`src/rtl/y_drain_pkg.sv`:
```
// Shared types and constants for the y_drain output requantization stage.
package y_drain_pkg;

  localparam int unsigned LANES    = 4;
  localparam int          INT8_MAX = 127;
  localparam int          INT8_MIN = -128;

  typedef enum logic [1:0] {
    ST_IDLE  = 2'd0,
    ST_READ  = 2'd1,
    ST_FLUSH = 2'd2,
    ST_DONE  = 2'd3
  } state_e;

endpackage

```
`src/rtl/y_drain_requant.sv`:
```
// Combinational int32 -> int8 requantizer: optional round-half-up, arithmetic shift, saturate.
// Build option: Y_DRAIN_ROUND_EN enables round half up before the shift.
module y_requant
  import y_drain_pkg::*;
#(
  parameter int unsigned DATA_WIDTH = 32
) (
  input  logic [DATA_WIDTH-1:0] acc,
  input  logic [4:0]            shift,
  output logic [7:0]            q
);

  localparam int unsigned EXT_W = DATA_WIDTH + 1;
  localparam logic signed [EXT_W-1:0] SAT_HI = EXT_W'(INT8_MAX);
  localparam logic signed [EXT_W-1:0] SAT_LO = EXT_W'(INT8_MIN);

  logic signed [EXT_W-1:0] acc_ext;
  logic signed [EXT_W-1:0] biased;
  logic signed [EXT_W-1:0] shifted;
`ifdef Y_DRAIN_ROUND_EN
  logic signed [EXT_W-1:0] round_inc;
`endif

  // Widen by one bit so the rounding add cannot overflow, then shift and clamp.
  always_comb begin
    acc_ext = {acc[DATA_WIDTH-1], acc};
`ifdef Y_DRAIN_ROUND_EN
    round_inc = '0;
    if (shift != 5'd0) begin
      round_inc = EXT_W'(1) << (shift - 5'd1);
    end
    biased = acc_ext + round_inc;
`else
    biased = acc_ext;
`endif
    shifted = biased >>> shift;
    if (shifted > SAT_HI) begin
      q = 8'h7F;
    end else if (shifted < SAT_LO) begin
      q = 8'h80;
    end else begin
      q = shifted[7:0];
    end
  end

endmodule

```
`src/rtl/y_drain.sv`:
```
// Drains int32 accumulators from the y buffer, requantizes to int8 and streams packed words.
// Build option: Y_DRAIN_ROUND_EN (handled in y_requant) selects round-half-up requantization.
module y_drain
  import y_drain_pkg::*;
#(
  parameter int unsigned ADDR_WIDTH = 32,
  parameter int unsigned DATA_WIDTH = 32,
  parameter int unsigned LEN_WIDTH  = 16
) (
  input  logic                  clk,
  input  logic                  rst,
  input  logic                  drain_start,
  input  logic [ADDR_WIDTH-1:0] drain_base,
  input  logic [LEN_WIDTH-1:0]  drain_len,
  input  logic [4:0]            shift,
  output logic                  busy,
  output logic                  drain_done,
  output logic                  y_buf_en,
  output logic [ADDR_WIDTH-1:0] y_buf_addr,
  input  logic [DATA_WIDTH-1:0] y_buf_data,
  output logic                  m_valid,
  input  logic                  m_ready,
  output logic [31:0]           m_data,
  output logic                  m_last
);

  state_e                 state_q, state_d;
  logic [ADDR_WIDTH-1:0]  addr_q, addr_d;
  logic [LEN_WIDTH-1:0]   len_q, len_d;
  logic [4:0]             shift_q, shift_d;
  logic [LEN_WIDTH-1:0]   rd_idx_q, rd_idx_d;
  logic                   cap_vld_q, cap_vld_d;
  logic [1:0]             cap_lane_q, cap_lane_d;
  logic                   cap_cmpl_q, cap_cmpl_d;
  logic                   cap_last_q, cap_last_d;
  logic [31:0]            pack_q, pack_d;
  logic                   out_vld_q, out_vld_d;
  logic [31:0]            out_data_q, out_data_d;
  logic                   out_last_q, out_last_d;

  logic [1:0]  rd_lane;
  logic        rd_final;
  logic        rd_completes;
  logic        out_free;
  logic        rd_en_c;
  logic [7:0]  q8;
  logic [31:0] merged;

  y_requant #(.DATA_WIDTH(DATA_WIDTH)) u_requant (
    .acc   (y_buf_data),
    .shift (shift_q),
    .q     (q8)
  );

  // Read gating: a word-completing read waits until the output register will be free.
  always_comb begin
    rd_lane      = rd_idx_q[1:0];
    rd_final     = (rd_idx_q == (len_q - LEN_WIDTH'(1)));
    rd_completes = (rd_lane == 2'(LANES - 1)) || rd_final;
    out_free     = !out_vld_q || m_ready;
    rd_en_c      = (state_q == ST_READ) && (!rd_completes || out_free);
  end

  // Next-state, read sequencing, lane packing and output register update.
  always_comb begin
    state_d    = state_q;
    addr_d     = addr_q;
    len_d      = len_q;
    shift_d    = shift_q;
    rd_idx_d   = rd_idx_q;
    cap_vld_d  = rd_en_c;
    cap_lane_d = rd_lane;
    cap_cmpl_d = rd_completes;
    cap_last_d = rd_final;
    pack_d     = pack_q;
    out_vld_d  = out_vld_q;
    out_data_d = out_data_q;
    out_last_d = out_last_q;
    merged     = pack_q | (32'(q8) << {cap_lane_q, 3'b000});

    if (out_vld_q && m_ready) begin
      out_vld_d  = 1'b0;
      out_last_d = 1'b0;
    end

    if (cap_vld_q) begin
      if (cap_cmpl_q) begin
        out_data_d = merged;
        out_vld_d  = 1'b1;
        out_last_d = cap_last_q;
        pack_d     = '0;
      end else begin
        pack_d = merged;
      end
    end

    unique case (state_q)
      ST_IDLE: begin
        if (drain_start) begin
          addr_d   = drain_base;
          len_d    = drain_len;
          shift_d  = shift;
          rd_idx_d = '0;
          pack_d   = '0;
          state_d  = (drain_len == '0) ? ST_DONE : ST_READ;
        end
      end
      ST_READ: begin
        if (rd_en_c) begin
          addr_d   = addr_q + ADDR_WIDTH'(1);
          rd_idx_d = rd_idx_q + LEN_WIDTH'(1);
          if (rd_final) begin
            state_d = ST_FLUSH;
          end
        end
      end
      ST_FLUSH: begin
        if (out_vld_q && m_ready && out_last_q) begin
          state_d = ST_DONE;
        end
      end
      ST_DONE: begin
        state_d = ST_IDLE;
      end
      default: state_d = ST_IDLE;
    endcase
  end

  // State and datapath registers with synchronous reset.
  always_ff @(posedge clk) begin
    if (rst) begin
      state_q    <= ST_IDLE;
      addr_q     <= '0;
      len_q      <= '0;
      shift_q    <= '0;
      rd_idx_q   <= '0;
      cap_vld_q  <= 1'b0;
      cap_lane_q <= '0;
      cap_cmpl_q <= 1'b0;
      cap_last_q <= 1'b0;
      pack_q     <= '0;
      out_vld_q  <= 1'b0;
      out_data_q <= '0;
      out_last_q <= 1'b0;
    end else begin
      state_q    <= state_d;
      addr_q     <= addr_d;
      len_q      <= len_d;
      shift_q    <= shift_d;
      rd_idx_q   <= rd_idx_d;
      cap_vld_q  <= cap_vld_d;
      cap_lane_q <= cap_lane_d;
      cap_cmpl_q <= cap_cmpl_d;
      cap_last_q <= cap_last_d;
      pack_q     <= pack_d;
      out_vld_q  <= out_vld_d;
      out_data_q <= out_data_d;
      out_last_q <= out_last_d;
    end
  end

  assign busy       = (state_q != ST_IDLE);
  assign drain_done = (state_q == ST_DONE);
  assign y_buf_en   = rd_en_c;
  assign y_buf_addr = addr_q;
  assign m_valid    = out_vld_q;
  assign m_data     = out_data_q;
  assign m_last     = out_last_q;

endmodule

```
`config.mk`:
```
export PLATFORM = sky130hd
export DESIGN_NAME = y_drain
export DESIGN_NICKNAME = d
export VERILOG_FILES = /design/src/rtl/y_drain_pkg.sv /design/src/rtl/y_drain_requant.sv /design/src/rtl/y_drain.sv
export SDC_FILE = /design/constraint.sdc
export NUM_CORES = 1
export LEC_CHECK = 0
export CAP_MARGIN = 25
export CORE_ASPECT_RATIO = 1.1
export CORE_UTILIZATION = 30
export CTS_CLUSTER_SIZE = 28
export DETAILED_ROUTE_END_ITERATION = 10
export PLACE_DENSITY = 0.61
export SLEW_MARGIN = 15
export SYNTH_ARGS = -nofsm -noshare
export SYNTH_HDL_FRONTEND = slang
export SYNTH_SLANG_ARGS = --single-unit
```
`constraint.sdc`:
```
create_clock -name clk -period 4.65 [get_ports clk]
set_input_delay 0.93 -clock clk [delete_from_list [all_inputs] [get_ports clk]]
set_output_delay 0.93 -clock clk [all_outputs]
set_load 0.01 [all_outputs]
```
==> impl_metrics.csv <==
group,metric,value,unit
run_status,status,"finished, final reports clean",
worst_setup_path,start_kind,"register",
floorplan,ios,158,
cells_and_area,final_area,12060,um^2
global_routing,grt_use_total,19.81,%
power_and_ir_drop,p_switching,2.221,mW
worst_setup_path,cp.buffers_inverters,2,
yosys,syn_inst,1121,
route,antenna_left,0,
clock_network,tritoncts,"yes",
worst_setup_path,arrival,3490,ps
placement,hpwl,22850,um
worst_setup_path,slowest_delay,550,ps
worst_setup_path,worstPathMaxFanout,9,
global_routing,first_global_vias,9183,
yosys,synthArstFlopShare,0,%
placement,dp.cells,1629,
floorplan,die_width,172.0,um
global_routing,grt_pass1_wl,50870,um
cells_and_area,seqCellArea,2845,um^2
floorplan,dieArea,32500,um^2
yosys,yosys_warnings,0,
power_and_ir_drop,intPower,3.059,mW
placement,place_area,11420,um^2
sta,grt_setup_unrepaired,"false",
clock_network,cts_buffers,17,
yosys,synth.avg_cell_area,8.506,um^2
worst_hold_path,hold_class,"register to register",
power_and_ir_drop,power.share.sequential,30.3,%
sta,fin_tns_setup,0,ps
yosys,synthesis.nets,1218,
power_and_ir_drop,swShare,42.07,%
power_and_ir_drop,pwr_density_cell,437.9,nW/um^2
yosys,yosysSeqAreaShare,29.81,%
power_and_ir_drop,p_leak,3.932,nW
sta,period_needed,4421,ps
worst_setup_path,crit_required,3720,ps
sta,hold_viol_final,0,
sta,skew,19.46,ps
clock_network,path_clk_slew,70,ps
global_routing,grt_max_degree,52,
clock_network,clock_path_buffers,2,
route,drt-initial-drc-count,675,
worst_setup_path,crit_family,"simple AND/OR/NAND/NOR gates",
sta,final_max_slew_viol_count,0,
power_and_ir_drop,peakVddDrop,0.2747,mV
placement,gp_congestion,0.9546,
global_routing,antenna_found_initial,1,
route,route.detailed.drc,0,
floorplan,die_y,189.0,um
flow_run,cap_violations,0,
cells_and_area,n_fill_cell,3217,
cells_and_area,instances_no_fill,1662,
power_and_ir_drop,design_power_total,5.280,mW
clock_network,insertion_delay,440,ps
yosys,synth_ff_type,"dfxtp_1",
route,wl,32010,um
clock_network,numClockSinks,142,
sta,setup_violations,0,
cells_and_area,antenna_cells,0,
worst_setup_path,path_cells,"inv_1 > ha_2 > or4b_4 > nor4_1 > xnor2_1 > o21ai_0 > or4_4 > o21bai_4 > a21oi_1 > dlygate4sd2_1",
power_and_ir_drop,p_comb_share,43.2,%
placement,io_buffers,157,
cells_and_area,syn_to_final_growth,26.45,%
worst_setup_path,crit_path_top_delay_cell,"or4b_4",
cells_and_area,nets,1326,
yosys,yosys-top-cells-area,"dfxtp_1 (30%), mux4_2 (7.3%), nand2_1 (6.2%)",
floorplan,start_util,30.45,%
cells_and_area,multiInputGateArea,6207,um^2
cells_and_area,final_util,38.51,%
route,vias,9505,
clock_network,cts_max_level,4,
clock_network,cts_root_buf,"clkbuf_16",
yosys,ys_ff_latch,142,
worst_setup_path,end_kind,"output pin",
cells_and_area,final_layout_size_suffix_gt1_share,12.96,%
sta,max_slew.worst_pin.slew,1046,ps
yosys,yosys.area.top_type,"dfxtp_1",
floorplan,num_rows,68,
yosys,synth_edf_count,0,
sta,relSlewSlack,30.26,%
route,wl_per_cell,19.26,um
yosys,netlist_area,9535,um^2
yosys,ys_types,86,
yosys,synth_top_area_share,29.81,%
power_and_ir_drop,pwr-share-clk,26.6,%
worst_setup_path,critPathKind,"register to output pin",
route,drtPass1Iterations,5,
sta,period_share,95.09,%
floorplan,core_area,31310,um^2
route,vias_per_cell,5.719,
global_routing,globalRouteOverflowTotal,0,
sta,fmax,226.2,MHz
-- logic make-up (layout without fill, tap and decap cells) --
family,after synthesis,count (layout),synth area share (%)
multiplexers,73,73,12.05
AO/OA/AOI/OAI,354,354,28.89
AND/OR/NAND/NOR,398,398,20.27
XOR/XNOR,29,29,2.664
adder cells (fa/ha/maj),8,8,1.050
flip-flops,142,142,29.81
buffers and inverters,117,238,5.262
-- layout make-up --
type	count	area share [%]
Timing Repair Buffer	184	14.72
Inverter	22	0.6849
Multi-Input combinational cell	862	51.48
Clock inverter	15	1.629
Tap cell	420	4.358
Clock buffer	17	3.528
Sequential cell	142	23.60
-- repair_timing --
item                       CTS  global route
setup endpoints to repair    1             0
hold buffers                 0             0
hold endpoints to repair     0             0
buffers inserted             0             0
gates resized for setup      3             0
-- flip-flops by register name, summed over array words and instances, names as in the netlist --
register    cells
m_data         32
pack_q         32
y_buf_addr     32
len_q          16
rd_idx_q       16
shift_q         5
cap_lane_q      2
state_q         2
cap_cmpl_q      1
cap_last_q      1
cap_vld_q       1
m_last          1
m_valid         1
-- synth_stat cells, types with 12 or more instances --
library cell  count
nand2_1         158
dfxtp_1         142
a21oi_1          68
clkbuf_1         64
o21ai_0          59
nor2_1           58
nand3_1          40
a22oi_1          35
mux4_2           31
nor3_1           29
o41ai_1          29
mux2_2           24
a221oi_1         19
inv_1            18
mux2i_1          18
xor2_1           16
nand2b_1         15
nand4_1          14
a211oi_1         13
nor4_1           13
o32ai_1          13
xnor2_1          13
a31oi_1          12
-- final timing paths --
kind	startpoint	endpoint	slack, ps	cells past startpoint
worst max-delay path	len_q[0]$_SDFFE_PP0P_	y_buf_en	230	10
worst min-delay path	cap_last_q$_SDFF_PP0_	m_last$_SDFF_PP0_	450	1
worst max register to register	shift_q[1]$_SDFFE_PP0P_	m_data[3]$_SDFFE_PP0P_	710	7
worst min register to register	cap_last_q$_SDFF_PP0_	m_last$_SDFF_PP0_	450	1
-- layer usage --
layer  track usage (%)  vias up  routed length, um
met5                 0        -                 12
met4             7.454        2                918
met3             3.324       51               1925
met2             33.98      330              15990
met1             24.55     4593              13170
li1                  -     4529                  -
-- placed cells by master, fill, tap and decap left out, types with 13 or more instances in the layout --
cell type | Yosys | layout
a211oi_1 | 13 | 13
a21oi_1 | 68 | 66
a221oi_1 | 19 | 19
a22oi_1 | 35 | 35
buf_4 | 5 | 26
clkbuf_16 | 0 | 17
clkdlybuf4s50_1 | 0 | 155
dfxtp_1 | 142 | 140
inv_1 | 18 | 18
mux2_2 | 24 | 24
mux2i_1 | 18 | 18
mux4_2 | 31 | 31
nand2_1 | 158 | 158
nand2b_1 | 15 | 15
nand3_1 | 40 | 40
nand4_1 | 14 | 14
nor2_1 | 58 | 58
nor3_1 | 29 | 29
nor4_1 | 13 | 13
o21ai_0 | 59 | 59
o32ai_1 | 13 | 13
o41ai_1 | 29 | 29
xnor2_1 | 13 | 13
xor2_1 | 16 | 16
-- stage by stage --
stage	hold slack, ps	worst slack [ps]
after floorplan	419.2	772.7
after global placement	429.8	321.8
after detailed placement	436.3	215.8
after CTS	452.5	210.2
after global routing	459.7	48.20
final	445.5	228.5
-- power groups by stage --
stage	Combinational [mW]	Sequential (mW)	Clock [mW]
after floorplan	1.59	1.55	0
after global placement	2.24	1.62	0
after detailed placement	2.25	1.62	0
after CTS	2.27	1.60	1.43
after global routing	2.48	1.63	1.49
final	2.28	1.60	1.40
No activity file was read; power rests on OpenSTA's default activity.
